[src/rtl/toggle_pulse_tx.sv]
// Transmit side of a toggle-based pulse crossing: each accepted clk-domain
// event becomes one level flip on toggle_out, paced by the echoed acknowledge.
module toggle_pulse_tx #(
  parameter int SYNC_STAGES = 2,
  parameter int COUNT_WIDTH = 4
) (
  input  logic                   clk,
  input  logic                   reset,
  input  logic                   pulse_in,
  input  logic                   ack_toggle_in,
  output logic                   toggle_out,
  output logic                   busy,
  output logic [COUNT_WIDTH-1:0] pending_count,
  output logic                   overflow
);

  typedef enum logic {
    IDLE,
    WAIT_ACK
  } state_e;

  localparam logic [COUNT_WIDTH-1:0] COUNT_MAX = '1;

  state_e                 state_q, state_d;
  logic [SYNC_STAGES-1:0] ack_sync_q, ack_sync_d;
  logic                   toggle_q, toggle_d;
  logic [COUNT_WIDTH-1:0] count_q, count_d;
  logic                   overflow_q, overflow_d;

  logic ack_sync;
  logic count_nz;
  logic launch;

  // Only the last synchronizer stage is trusted; earlier stages may be metastable.
  assign ack_sync = ack_sync_q[SYNC_STAGES-1];
  assign count_nz = (count_q != '0);
  assign launch   = (state_q == IDLE) && (pulse_in || count_nz);

  always_comb begin
    // NOTE: every _d gets a default first so no path leaves it unassigned,
    // which would otherwise infer a latch.
    state_d    = state_q;
    toggle_d   = toggle_q;
    count_d    = count_q;
    overflow_d = 1'b0;
    ack_sync_d = {ack_sync_q[SYNC_STAGES-2:0], ack_toggle_in};

    case (state_q)
      IDLE: begin
        if (launch) begin
          toggle_d = ~toggle_q;
          state_d  = WAIT_ACK;
        end
      end
      WAIT_ACK: begin
        if (ack_sync == toggle_q) state_d = IDLE;
      end
      default: state_d = IDLE;
    endcase

    // A launch with a concurrent pulse swaps the oldest queued event for the
    // new one, so the count is unchanged.
    if (launch) begin
      if (!pulse_in) count_d = count_q - COUNT_WIDTH'(1);
    end else if (pulse_in) begin
      if (count_q != COUNT_MAX) count_d = count_q + COUNT_WIDTH'(1);
      else                      overflow_d = 1'b1;
    end
  end

  always_ff @(posedge clk) begin
    // NOTE: registers use non-blocking assignments so every flop samples the
    // pre-edge value of its neighbours, which the synchronizer shift relies on.
    if (reset) begin
      state_q    <= IDLE;
      ack_sync_q <= '0;
      toggle_q   <= 1'b0;
      count_q    <= '0;
      overflow_q <= 1'b0;
    end else begin
      state_q    <= state_d;
      ack_sync_q <= ack_sync_d;
      toggle_q   <= toggle_d;
      count_q    <= count_d;
      overflow_q <= overflow_d;
    end
  end

  assign toggle_out    = toggle_q;
  assign pending_count = count_q;
  assign overflow      = overflow_q;
  assign busy          = (state_q == WAIT_ACK) || count_nz;

endmodule

[config.mk]
export PLATFORM = sky130hd
export DESIGN_NAME = toggle_pulse_tx
export DESIGN_NICKNAME = d
export VERILOG_FILES = /design/src/rtl/toggle_pulse_tx.sv
export SDC_FILE = /design/constraint.sdc
export NUM_CORES = 1
export LEC_CHECK = 0
export CORE_AREA = 2 2 39 41
export DETAILED_ROUTE_END_ITERATION = 7
export DIE_AREA = 0 0 41 43
export HOLD_SLACK_MARGIN = 0.02
export PLACE_DENSITY = 0.64
export SLEW_MARGIN = 20
export SYNTH_ARGS = -nofsm -noshare
export SYNTH_HDL_FRONTEND = slang
export SYNTH_SLANG_ARGS = --single-unit
[constraint.sdc]
create_clock -name clk -period 2.7 [get_ports clk]
set_input_delay 0.675 -clock clk [delete_from_list [all_inputs] [get_ports clk]]
set_output_delay 0.675 -clock clk [all_outputs]
set_load 0.02 [all_outputs]
== After elaboration in Yosys (flattened, before gate mapping) ==
Cells that the tools add are included.
Operators by class
  order comparisons: 0
  div/mod/pow operators: 0
  multiplexer cells: 8
  add/sub/neg operators: 2
  equality and inequality tests: 3
  bitwise operators: 3
  reduce and logical (&&, ||, !) cells: 9
  multipliers: 0
  shift operators: 0
Operators with widths (number)
  4-bit 2-to-1 mux: 4
  4-bit by 1-bit adder with 4-bit output (second input constant): 1
  4-bit inequality test (second input constant): 1
  2-bit nonzero test: 2
  4-bit nonzero test: 1
  4-bit by 1-bit subtractor with 4-bit output (second input constant): 1
  1-bit 2-to-1 mux: 3
  1-bit inverter: 3
  3-bit AND reduction: 1
  3-bit OR reduction: 1
  1-bit logical OR: 2
  2-bit inequality test (second input constant): 1
  1-bit case mux with 2 select lines: 1
  2-bit AND reduction: 1
  1-bit equality test: 1
  1-bit logical AND: 1
Word-level totals
  memory bits (writable): 0
  memories: 0
  bits in latches: 0
  flip-flop bits (word level): 9
  memory bits (read-only): 0

== Depth between registers and ports, before layout ==
  depth in word-level cells: 5
  gate-level depth with buffers: 8
  depth with buffers taken out: 8

== Least setup slack after synthesis ==
No wires, ideal clock.
  path type: register to register
  start point: reg count_q[2] (netlist: pending_count[2])
  end point: reg count_q[3] (netlist: pending_count[3])
  clock period less this slack: 2.513 ns
  arrival time: 2.392 ns
  stages on the path, launching flop included: 9
  data required time: 2.579 ns
  setup slack: 0.187 ns
  path through: dfxtp_1 -> or4_4 -> o21bai_2 -> inv_1 -> ha_1 -> a21o_1 -> a21oi_1 -> mux2i_1 -> mux2_2
Between the ends
  longest elaborated chain between the ends: 5
RTL lines
  start: declaration: line 27  | logic [COUNT_WIDTH-1:0] count_q, count_d;
  start signal: assignment: line 84  | count_q <= count_d;
  branches (longest 5 deep; another with 4-bit by 1-bit adder with 4-bit output)
Parallel ways; which one is timed is not known. The select of a mux whose other input is x is not followed.
A chain may end at the register's enable or synchronous reset.

== Worst setup path after layout ==
  start point: reg count_q[0] (netlist: pending_count[0])
  end point: reg count_q[3] (netlist: pending_count[3])
Same word-level chain as after synthesis.

==> metrics.md <==
| Metric | Value |
|---|---|
| Crit Path Max Fanout | 5 |
| # DRC | 0 |
| Hold Startpoint | ack_sync_q[0]$_SDFF_PP0_ |
| Max-Cap Viols | 0 |
| Final setup viols | 0 |
| Worst Path Buf+Inv | 1 |
| Sequential area share after synthesis | 39.0% |
| Vias in the first global route | around 320 |
| Cts repair resizes | 0 |
| Maximum vdd drop | slightly below 0.5 mV |
| Share of layout cells above drive strength 1 | approximately 18% |
| Routed length per instance | ~9.7 um |
| Final period util | between 90% and 100% |
| Syn Nets | 53 |
| CTS Root Cell | clkbuf_4 |
| Clk pwr share | between 10% and 20% |
| Die area | 0.00176 sq mm |
| Leak Pwr | between 0.2 and 0.3 nW |
| Synth Cell Area | approximately 460 sq um |
| DR iter-0 viols | 2 |
| Worst path required time | between 2000 and 3000 ps |
| Synth top area share | 39.0% |
| Die width | 41 um |
| Most frequent cells in the layout | 9 x dfxtp_1, 9 x clkdlybuf4s50_1, 5 x nor2_1 |
| Yosys top cell by area | dfxtp_1 |
| Clock latency on the worst-skew pair | roughly 250 ps |
| Pin count of the biggest net entering global routing | 11 |
| Setup repair bufs after CTS | 0 |
| Final Non-Filler Cells | 77 |
| Worst Setup Start Kind | register |
| Number of distinct library cells after synthesis | 22 |
| Launch point of the worst path | pending_count[0]$_SDFFE_PP0P_ |
| Die height | 43 um |
| Crit path max-delay family | multiplexers |
| Gr usage total | a little over a tenth |
| Relative slew margins | 75.4% |
| Ports | 11 |
| GPL Wtd Cong | ~0.67 |
| Status | finished clean |
| Net Sw Frac | 39.7% |
| CTS sink cnt | 9 |
| Comb pwr share | 63.3% |
| RSZ-0062 raised after global routing | false |
| Layout Nets | 69 |
| Port Buffer Count | 10 |
| Worst hold slack | approximately 440 ps |
| Syn_area_per_cell | roughly 10 sq um |
| Detailed-route wire length | roughly 750 um |
| Hold Path Class | register to register |
| RR Startpoint | pending_count[0]$_SDFFE_PP0P_ |
| Antenna Nets Post-Route | 0 |
| TNS Setup | 0 ps |
| R2R depth | 8 |
| Clock Pin Slew Worst Setup and Hold Paths | ~60 ps |
| Initial antenna violation count | 0 |
| CTS tree | built |
| Worst slew pin tran | ~370 ps |
| Fin. Hold Viols | 0 |
| Crit-path cells | or4_4, o21bai_2, inv_1, ha_1, a21o_1, a21oi_1, mux2i_1, mux2_2 |
| Cells after synthesis | 46 |
| Crit. End Element | register |
| Maximum clock frequency | 410 MHz |
| Hold_buf cts | 0 |
| CTS H-tree depth | 1 |
| Clock Path Buffers | 2 |
| Via count | between 300 and 400 |
| Pint | around 0.53 mW |
| Arrival @ worst endpoint | ~2600 ps |
| First-pass GRT wire length | around 1.3 mm |
| Reg-to-reg endpoint | pending_count[3]$_SDFFE_PP0P_ |
| Final-report max-slew violation count | 0 |
| Clk_skew | approximately 3.5 ps |
| Reg power frac | approximately 25% |
| Core Area | 0.00138 sq mm |
| Slowest stage delay, CP | 570 ps |
| Antenna Cells | 0 |
| Drt via density | around 4.5 |
| Syn. warnings | 0 |
| Net load switching power | approximately 0.35 mW |
| Most area-consuming cells after synthesis | dfxtp_1 39%, ha_1 5.4%, nor2b_1 5.4%, a22oi_4 4.6%, fa_1 4.3% |
| Yosys reg bits | 9 |
| Layout Area Growth over Synthesis | 34.7% |
| Fin crit period | between 2000 and 2500 ps |
| Slowest cell on the critical path | or4_4 |
| P per Cell Area | approximately 1400 mW/mm^2 |
| R2R Setup Slk | between 200 and 300 ps |
| CTS buffer count | 3 |
| Crit path kind | register to register |
| Site Rows | 14 |
| Worst Hold Path EP | ack_sync_q[1]$_SDFF_PP0_ |
| Placed instance count | 73 |
| Initial Util | between 30% and 40% |
| First-pass detailed-route iteration total | 3 |
| Gr ovfl total | 0 |
| Detailed Place HPWL | ~600 um |
| Hold Crit Depth | 1 |
==> synthesized netlist by cell type <==
library cell and count:
dfxtp_1 9, nor2_1 5, nor2b_1 4, inv_1 3, nand2_1 3, a21oi_1 2
ha_1 2, mux2i_1 2, xnor2_1 2, xor2_1 2, a211oi_2 1, a21o_1 1
a22oi_4 1, and2_1 1, clkbuf_1 1, fa_1 1, mux2_2 1, nand4_1 1
nor3b_1 1, o21bai_2 1, or2_2 1, or4_4 1
==> how the worst max path moves through the flow <==
stage	endpoint	slack (ps)	cells past startpoint
floorplan	pending_count[3]$_SDFFE_PP0P_	190	8
global placement	pending_count[3]$_SDFFE_PP0P_	60	8
detailed placement	pending_count[3]$_SDFFE_PP0P_	20	8
CTS	busy	20	3
global route	pending_count[3]$_SDFFE_PP0P_	110	8
finish	pending_count[3]$_SDFFE_PP0P_	260	8
==> per-stage QoR <==
stage                     worst slack [ps]  utilization [%]  cell area, sq um  power, mW
after CTS                             15.4             44.8               619      0.897
after floorplan                        187                -               462      0.612
after global placement                58.6             42.9               593      0.788
final                                  259             44.9               622      0.880
after detailed placement              17.6             42.9               593      0.796
after global routing                   109             44.9               622      0.964
==> state kept, by name, summed over array words and instances (netlist names) <==
signal	cells
state_q	1
ack_sync_q	2
overflow	1
toggle_out	1
pending_count	4
==> cell families after synthesis <==
family | after synthesis | share of synthesized area (%)
AND/OR/NAND/NOR | 17 | 20.1
flip-flops | 9 | 39.0
AO/OA/AOI/OAI | 6 | 13.6
XOR/XNOR | 4 | 7.59
buffers and inverters | 4 | 3.25
multiplexers | 3 | 6.78
adder cells (fa/ha/maj) | 3 | 9.76
==> worst register-to-register path, delay by kind of cell, from the launching register on <==
family / cells / cell delay (ps)
muxes: 2 / 570
and+or+nand+nor: 1 / 570
AOI/OAI and AO/OA: 3 / 500
DFF: 1 / 350
adders and majority gates: 1 / 270
buffers and inverters: 1 / 80
==> power groups by stage <==
stage	Sequential, mW	Combinational [mW]	Clock (mW)
after floorplan	0.265	0.347	0
after global placement	0.225	0.563	0
after detailed placement	0.227	0.569	0
after CTS	0.224	0.570	0.104
after global routing	0.231	0.622	0.111
final	0.222	0.557	0.100
==> routing by layer <==
layer  up-vias  part of all wire (%)  global-route usage, %  wire, um
li1        182                     -                      -         -
met2         9                    46                   14.4       341
met1       156                    50                   16.0       372
met5         -                     0                      0         0
met3         0                   4.3                   1.57        32
met4         0                     0                   6.00         0
==> final cells by class <==
type	count	area, sq um
clock buffers	4	26.3
fillers	142	762
inverters	3	11.3
multi-input cells	33	267
flip-flops and latches	9	180
well taps	16	20.0
repair buffers	12	118
Note: power is estimated with default switching activity, not from simulation.
